<file path="src/rtl/wb_pwm_capture.sv">
// RC PWM high-time capture (us units) behind a Wishbone B4 classic slave.
// Response one cycle after request, no wait states; pin to edge detect is 3 cycles.
module wb_pwm_capture #(
    parameter int NUM_CH     = 6,
    parameter int CLK_DIV    = 72,
    parameter int MIN_US     = 800,
    parameter int MAX_US     = 2200,
    parameter int TIMEOUT_US = 25000
) (
    input  logic              i_clk,
    input  logic              i_resetn,
    input  logic [31:0]       wb_adr_i,
    input  logic [31:0]       wb_dat_i,
    output logic [31:0]       wb_dat_o,
    input  logic              wb_we_i,
    input  logic [3:0]        wb_sel_i,
    input  logic              wb_stb_i,
    input  logic              wb_cyc_i,
    output logic              wb_ack_o,
    output logic              wb_err_o,
    input  logic [NUM_CH-1:0] i_pwm
);
    localparam int          PW    = (CLK_DIV > 1) ? $clog2(CLK_DIV) : 1;
    localparam logic [15:0] MIN_W = 16'(MIN_US);
    localparam logic [15:0] MAX_W = 16'(MAX_US);
    localparam logic [15:0] TO_W  = 16'(TIMEOUT_US);

    typedef enum logic {IDLE, HIGH} ch_state_t;

    logic [PW-1:0]     presc;
    logic              tick;
    logic [NUM_CH-1:0] sync1, sync2, prev, armed, rise, fall;
    logic [1:0]        fill;
    ch_state_t         state  [NUM_CH];
    logic [15:0]       hi_cnt [NUM_CH];
    logic [15:0]       width  [NUM_CH];
    logic [15:0]       age    [NUM_CH];
    logic [NUM_CH-1:0] valid, err, in_range, err_set, err_clr;
    logic              enable;
    logic              req, wr_ch;
    logic [2:0]        idx;
    logic [31:0]       rdata;
    logic [5:0]        valid6, err6;
    logic              unused_ok;

    assign unused_ok = ^{wb_sel_i, wb_adr_i, wb_dat_i};

    assign tick = (presc == PW'(CLK_DIV - 1));

    always_ff @(posedge i_clk or negedge i_resetn) begin
        if (!i_resetn) presc <= '0;
        else           presc <= tick ? '0 : presc + PW'(1);
    end

    // A channel only arms after the synchroniser holds real pin data and shows
    // the pin low, so a pulse already in flight at reset release is discarded.
    always_ff @(posedge i_clk or negedge i_resetn) begin
        if (!i_resetn) begin
            sync1 <= '0;
            sync2 <= '0;
            prev  <= '0;
            armed <= '0;
            fill  <= '0;
        end else begin
            sync1 <= i_pwm;
            sync2 <= sync1;
            prev  <= sync2;
            if (fill != 2'd3) fill <= fill + 2'd1;
            armed <= armed | ({NUM_CH{fill == 2'd3}} & ~sync2);
        end
    end

    assign rise = sync2 & ~prev & armed;
    assign fall = ~sync2 & prev;

    always_comb begin
        in_range = '0;
        err_set  = '0;
        for (int i = 0; i < NUM_CH; i++) begin
            in_range[i] = (hi_cnt[i] >= MIN_W) && (hi_cnt[i] <= MAX_W);
            err_set[i]  = enable && (state[i] == HIGH) && fall[i] && !in_range[i];
        end
    end

    always_ff @(posedge i_clk or negedge i_resetn) begin
        if (!i_resetn) begin
            valid <= '0;
            for (int i = 0; i < NUM_CH; i++) begin
                state[i]  <= IDLE;
                hi_cnt[i] <= '0;
                width[i]  <= '0;
                age[i]    <= '0;
            end
        end else begin
            for (int i = 0; i < NUM_CH; i++) begin
                if (!enable) begin
                    state[i] <= IDLE;
                    width[i] <= '0;
                    valid[i] <= 1'b0;
                    age[i]   <= '0;
                end else begin
                    if (tick && age[i] != 16'hFFFF) age[i] <= age[i] + 16'd1;
                    if (age[i] >= TO_W) begin
                        valid[i] <= 1'b0;
                        width[i] <= '0;
                    end
                    case (state[i])
                        IDLE: if (rise[i]) begin
                            hi_cnt[i] <= '0;
                            state[i]  <= HIGH;
                        end
                        HIGH: begin
                            if (tick && hi_cnt[i] != 16'hFFFF) hi_cnt[i] <= hi_cnt[i] + 16'd1;
                            if (fall[i]) begin
                                state[i] <= IDLE;
                                // Later assignments override the timeout clear and age tick.
                                if (in_range[i]) begin
                                    width[i] <= hi_cnt[i];
                                    valid[i] <= 1'b1;
                                    age[i]   <= '0;
                                end
                            end
                        end
                        default: state[i] <= IDLE;
                    endcase
                end
            end
        end
    end

    assign req   = wb_cyc_i & wb_stb_i & ~wb_ack_o & ~wb_err_o;
    assign idx   = wb_adr_i[4:2];
    assign wr_ch = wb_we_i && (idx <= 3'd5);

    always_comb begin
        valid6                = '0;
        err6                  = '0;
        valid6[NUM_CH-1:0]    = valid;
        err6[NUM_CH-1:0]      = err;
        err_clr               = '0;
        if (req && wb_we_i && idx == 3'd6) err_clr = wb_dat_i[8 +: NUM_CH];
        rdata = '0;
        case (idx)
            3'd6:    rdata = {18'h0, err6, 2'b00, valid6};
            3'd7:    rdata = {31'h0, enable};
            default: begin
                for (int i = 0; i < NUM_CH; i++)
                    if (idx == 3'(i)) rdata = {16'h0, width[i]};
            end
        endcase
    end

    // Read data is captured at the request edge, so it is the pre-update value.
    always_ff @(posedge i_clk or negedge i_resetn) begin
        if (!i_resetn) begin
            wb_ack_o <= 1'b0;
            wb_err_o <= 1'b0;
            wb_dat_o <= '0;
            enable   <= 1'b1;
            err      <= '0;
        end else begin
            wb_ack_o <= req & ~wr_ch;
            wb_err_o <= req & wr_ch;
            if (req) wb_dat_o <= wb_we_i ? 32'h0 : rdata;
            if (req && wb_we_i && idx == 3'd7) enable <= wb_dat_i[0];
            err <= (err & ~err_clr) | err_set;
        end
    end
endmodule

</file>
<file path="config.mk">
export PLATFORM = sky130hd
export DESIGN_NAME = wb_pwm_capture
export DESIGN_NICKNAME = d
export VERILOG_FILES = /design/src/rtl/wb_pwm_capture.sv
export SDC_FILE = /design/constraint.sdc
export NUM_CORES = 1
export LEC_CHECK = 0
export BUFFER_PORTS_ARGS = -buffer_cell sky130_fd_sc_hd__buf_4
export CORE_MARGIN = 3
export CORE_UTILIZATION = 65
export DETAILED_ROUTE_END_ITERATION = 16
export HOLD_SLACK_MARGIN = 0.05
export PLACE_DENSITY = 0.86
export REMOVE_ABC_BUFFERS = 1
export SYNTH_ARGS = -nofsm -noshare
export SYNTH_HDL_FRONTEND = slang
export SYNTH_SLANG_ARGS = --single-unit
</file>
<file path="constraint.sdc">
create_clock -name i_clk -period 6.3 [get_ports i_clk]
set_clock_uncertainty 0.2 [all_clocks]
set_input_delay 0.63 -clock i_clk [delete_from_list [all_inputs] [get_ports i_clk]]
set_output_delay 0.63 -clock i_clk [all_outputs]
set_load 0.03 [all_outputs]
</file>
**Word-level counts from Yosys, hierarchy flattened**

Cells that the tools add are included.

- Output and inout port bits: 34
- Register bits after elaboration: 374
- Input bits: 79

- $add $sub $neg: 14
- Magnitude comparators: 19
- Equal/unequal tests: 34
- Multiplexer cells: 142
- Bitwise logic cells: 24
- Reductions and logical operators: 53

Operators with widths:

| kind | number |
|---|---|
| 16-bit two-way mux | 74 |
| 16-bit by 1-bit adder with 16-bit output, second input constant | 12 |
| 16-bit inequality test, second input constant | 12 |
| 16-bit one-hot mux with 2 select lines | 6 |
| 32-bit two-way mux | 5 |
| 16-bit by 10-bit greater-or-equal comparator with 1-bit output, second input constant | 6 |
| 16-bit by 15-bit greater-or-equal comparator with 1-bit output, second input constant | 6 |
| 16-bit by 12-bit <= comparator with 1-bit output, second input constant | 6 |
| 32-bit one-hot mux with 2 select lines | 1 |
| 1-bit two-way mux | 48 |
| 1-bit logical AND | 40 |
| 6-bit bitwise AND | 5 |
| 6-bit inverter | 3 |
| 3-bit AND reduction | 6 |
| 2-bit inequality test, second input constant | 7 |
| 3-bit equality test, second input constant | 4 |
| 2-bit by 1-bit inequality test with 1-bit output, second input constant | 6 |
| 6-bit OR | 2 |
| 1-bit one-hot mux with 2 select lines | 6 |
| 1-bit inverter | 9 |
| 7-bit by 1-bit adder with 7-bit output, second input constant | 1 |
| 7-bit equality test, second input constant | 1 |
| 7-bit two-way mux | 1 |
| 3-bit by 2-bit equality test with 1-bit output, second input constant | 2 |
| 8 further kinds | 17 |

**Longest topological paths before layout**

- Depth in word-level cells: 9
- Gate-level depth with buffers: 8
- Depth with buffers taken out: 6

**Worst setup path after synthesis**

No wires, ideal clock.

- Path kind: input -> register
- Start point: input wb_adr_i[2]
- End point: register wb_dat_o[10]
- Required time: 5,967 ps
- Arrival: 2,132 ps
- Cell stages on the path: 5
- Slack: 3,835 ps
- Cell sequence: clkbuf_1 > buf_1 > mux4_2 > mux2i_1 > o21ai_0

- Longest elaborated chain between the ends: 9

RTL lines:

| what | RTL line | RTL |
|---|---|---|
| from (decl) | 12 | `input logic [31:0] wb_adr_i,` |
| 3-bit logical NOT | 148 | `if (idx == 3'(i)) rdata = {16'h0, width[i]};` |
| 16-bit two-way mux (2 in series) | 148 |  |
| 32-bit two-way mux (4 in series) | 148 |  |
| 32-bit one-hot mux with 2 select lines * | 143 | `case (idx)` |
| 32-bit two-way mux * | 164 | `if (req) wb_dat_o <= wb_we_i ? 32'h0 : rdata;` |
| to (signal assigned) | 164 |  |
| to (decl) | 14 | `output logic [31:0] wb_dat_o,` |

Mark *: on every way between the ends. The rest lies on a longest branch, timed or not.
A chain may end at the register's enable or synchronous reset.

**Final worst setup path**

- Start point: register presc[0]
- End point: register hi_cnt[22] in the netlist's numbering

- Longest elaborated chain between the ends: 4

RTL lines:

| what | RTL line | RTL |
|---|---|---|
| from (decl) | 30 | `logic [PW-1:0] presc;` |
| from (signal assigned) | 52 | `else presc <= tick ? '0 : presc + PW'(1);` |
| 7-bit equality test | 48 | `assign tick = (presc == PW'(CLK_DIV - 1));` |
| 1-bit logical AND | 113 | `if (tick && hi_cnt[i] != 16'hFFFF) hi_cnt[i] <= hi_cnt[i] + 16'd1;` |
| 2-bit by 1-bit inequality test with 1-bit output (no line) | -- |  |
| 3-bit AND reduction (no line) | -- |  |
| to (signal, indexed assignment) | 90 | `hi_cnt[i] <= '0;` |
| to (signal, indexed assignment) | 109 | `hi_cnt[i] <= '0;` |
| to (decl) | 35 | `logic [15:0] hi_cnt [NUM_CH];` |

No other way between the ends.

==> flow_metrics.tcl <==
set metrics [dict create \
    hold_path_class "in2reg" \
    synthFlopType "dfrtp_1" \
    tightest_slew_ps 1380 \
    yosysTopAreaCellShare_pct 48.3 \
    finalSetupViolCount 0 \
    use_met3_pct 5.63 \
    timing.rr.start "presc[0]$_DFF_PN0_" \
    post-place-cells 2215 \
    grt.busiest_layer "met2" \
    drv_slew 0 \
    setup_ws_ps 2270 \
    yosysMostFrequentCell "dfrtp_1" \
    die_area_um2 30500 \
    finalSetupTns_ps 0 \
    internal_power_mw 3.74 \
    fin_crit_sh_pct 64.0 \
    multi_input_area_um2 8850 \
    grt_max_degree 126 \
    place_congestion 0.908 \
    synth_edf_count 0 \
    endpoint_kind "register" \
    vias_per_cell 6.56 \
    p_sw_share_pct 25.5 \
    ys_types 80 \
    power.share.clock_pct 44.9 \
    dr.pass1.iters 6 \
    fmax_ghz 0.248 \
    min_from "wb_dat_i[0]" \
    placed_area_um2 19000 \
    post-cts-setup-buffer-count 0 \
    ys_ff_latch 358 \
    netlist_area_um2 18500 \
    outcome "complete, no violations" \
    seq_area_um2 8960 \
    std_cell_rows 61 \
    power.switching_mw 1.28 \
    clkLatencyLatePin_ps 540 \
    synth_commonest_cells "dfrtp_1, nor2_1, nand2_1, nand3_1" \
    worstHoldEndpoint "enable$_DFFE_PN1P_" \
    syn_area_per_cell_um2 9.86 \
    pwr-share-seq_pct 47.5 \
    grt.met1_usage_pct 40.0 \
    post-place-ws_ps 2400 \
    hold_violations 0 \
    drive_above_1_share_pct 9.41 \
    io_pins 113 \
    setup.worst_path.start_class "register" \
    critPathKind "reg2reg" \
    r2r_end "hi_cnt[22]$_DFFE_PN0P_" \
    cts_buffers 38 \
    met2_usage_pct 46.7 \
    clkTransAtPathRegs_ps 60 \
    drc_errors 0 \
    nets 1989 \
    reg2reg_setup_slack_ps 2270 \
    yosysWarnings 0 \
    fin_area_um2 20300 \
    post-route-util_pct 72.8 \
    yosys.area.top_type "dfrtp_1" \
    die_width_um 175 \
    power.leakage_nw 8.53 \
    postRouteAntennaNets 0 \
    cts_tree "done" \
    fin_cells 2291 \
    synthCells 1876 \
    combPwrFrac_pct 7.6 \
    place_hpwl_um 28900 \
    clockBufferDepth 3 \
    grt_util_all_layers_pct 29.1 \
    ys_top_cells_by_area "dfrtp_1, xnor2_1, nor2_1, nand2_1, a22o_1" \
    coreArea_um2 27900 \
    grt_pass1_vias 14700 \
    rsz0062_at_grt "false" \
    drt_iter0_drc 1688 \
    antenna_cells 0 \
    vdd_drop_max_uv 217 \
    seq_area_frac_synth_pct 48.4 \
    die-height_um 175 \
    grt_pass1_wl_um 74000 \
    async_reset_ff_share_pct 100 \
    hold_depth 3 \
    cp_data_required_time_ps 6560 \
    initial_utilization_pct 66.2 \
    fill_cells 1922 \
    port_buffers 38 \
    max_cap_viol_count 0 \
    vias 15000 \
    path_max_fanout 29 \
    grt_overflow_total 0 \
    cts-root-buf "clkbuf_16" \
    htreeDepth 2 \
    crit_arrival_ps 4290 \
    antenna_found_initial 1 \
    clock-sinks 358 \
    powerDensity_nw_per_um2 247 \
    period_needed_ps 4030 \
    worst_r2r_path_depth 7 \
    slew_headroom_pct 5.44 \
    drt_wl_total_um 44000 \
    avgRoutedWirePerCell_um 19.2 \
    area.growth.synth_to_final_pct 9.89 \
]
[state kept, by name, indices dropped and copies added, names as in the netlist, 7 cells and up]
| register | cells |
|---|---|
| hi_cnt | 96 |
| age | 96 |
| wb_dat_o | 16 |
| presc | 7 |
| width | 96 |
[power by group through the flow]
stage          Clock (mW)  Combinational [mW]  Sequential [mW]
2_1_floorplan           0               0.185             2.42
3_3_place_gp            0               0.364             2.42
4_1_cts              2.29               0.381             2.38
5_1_grt              2.39               0.420             2.39
3_5_place_dp            0               0.374             2.43
6_report             2.26               0.383             2.39
[through the flow]
| stage | total power, mW | hold WS [ps] |
|---|---|---|
| CTS | 5.05 | 119 |
| global placement | 2.79 | 133 |
| floorplan | 2.60 | 131 |
| finish | 5.03 | 137 |
| global route | 5.20 | 151 |
| detailed placement | 2.80 | 137 |
[timing repair]
action	CTS	global route
endpoints found under the hold margin	74	0
hold buffers	7	0
resized for setup	0	0
[cell families (layout without fill, tap and decap cells)]
family | after synthesis | in the layout | share of synthesized area [%]
compound gates | 384 | 384 | 14.8
xor+xnor | 101 | 101 | 4.78
fa+ha+maj | 26 | 26 | 1.76
buf+inv | 179 | 201 | 4.09
flops | 358 | 358 | 48.4
mux | 61 | 61 | 4.27
other cells | 1 | 16 | 0.0203
simple gates | 766 | 766 | 21.8
[cells in the final DEF, fill, tap and decap left out, types with 25 or more instances in the layout]
master,count
nor3_1,55
or4_1,37
and3_1,25
and2_1,33
nand3_1,91
clkbuf_16,38
a22o_1,61
nor4_1,37
dfrtp_1,357
nor2_1,175
nand2_1,157
inv_1,67
mux2i_1,43
nand4_1,53
xnor2_1,84
o21ai_0,62
a21oi_1,84
buf_4,56
ha_1,26
[critical path, stage by stage (launching register included)]
cell and delay, ps:
dfrtp_1 370, ha_1 240, and2_1 680, nand2_1 660, buf_4 460, a211o_1 570, or4b_2 690, nand2_1 80
[area by class of cell]
type | count | share of cell area [%]
Clock buffer | 50 | 5.24
Clock inverter | 19 | 0.985
Inverter | 67 | 1.24
Multi-Input combinational cell | 1354 | 43.6
Sequential cell | 358 | 44.1
Tap cell | 378 | 2.33
Timing Repair Buffer | 65 | 2.58
[metal layers]
layer  vias up  share of wire, %
li1       6850                 -
met1      7463                42
met2       615                47
met3       109               7.2
met4         2               3.1
met5         -             0.030
[how the worst max path moves through the flow]
stage                             from                      to  slack, ps  cells past startpoint
floorplan           presc[3]$_DFF_PN0_  hi_cnt[22]$_DFFE_PN0P_       2840                      5
global placement    presc[0]$_DFF_PN0_  hi_cnt[22]$_DFFE_PN0P_       2480                      7
detailed placement  presc[0]$_DFF_PN0_  hi_cnt[22]$_DFFE_PN0P_       2400                      7
CTS                 presc[0]$_DFF_PN0_  hi_cnt[22]$_DFFE_PN0P_       2350                      7
global route        presc[0]$_DFF_PN0_  hi_cnt[22]$_DFFE_PN0P_       2090                      7
finish              presc[0]$_DFF_PN0_  hi_cnt[22]$_DFFE_PN0P_       2270                      7
(Power assumes the default switching activity.)
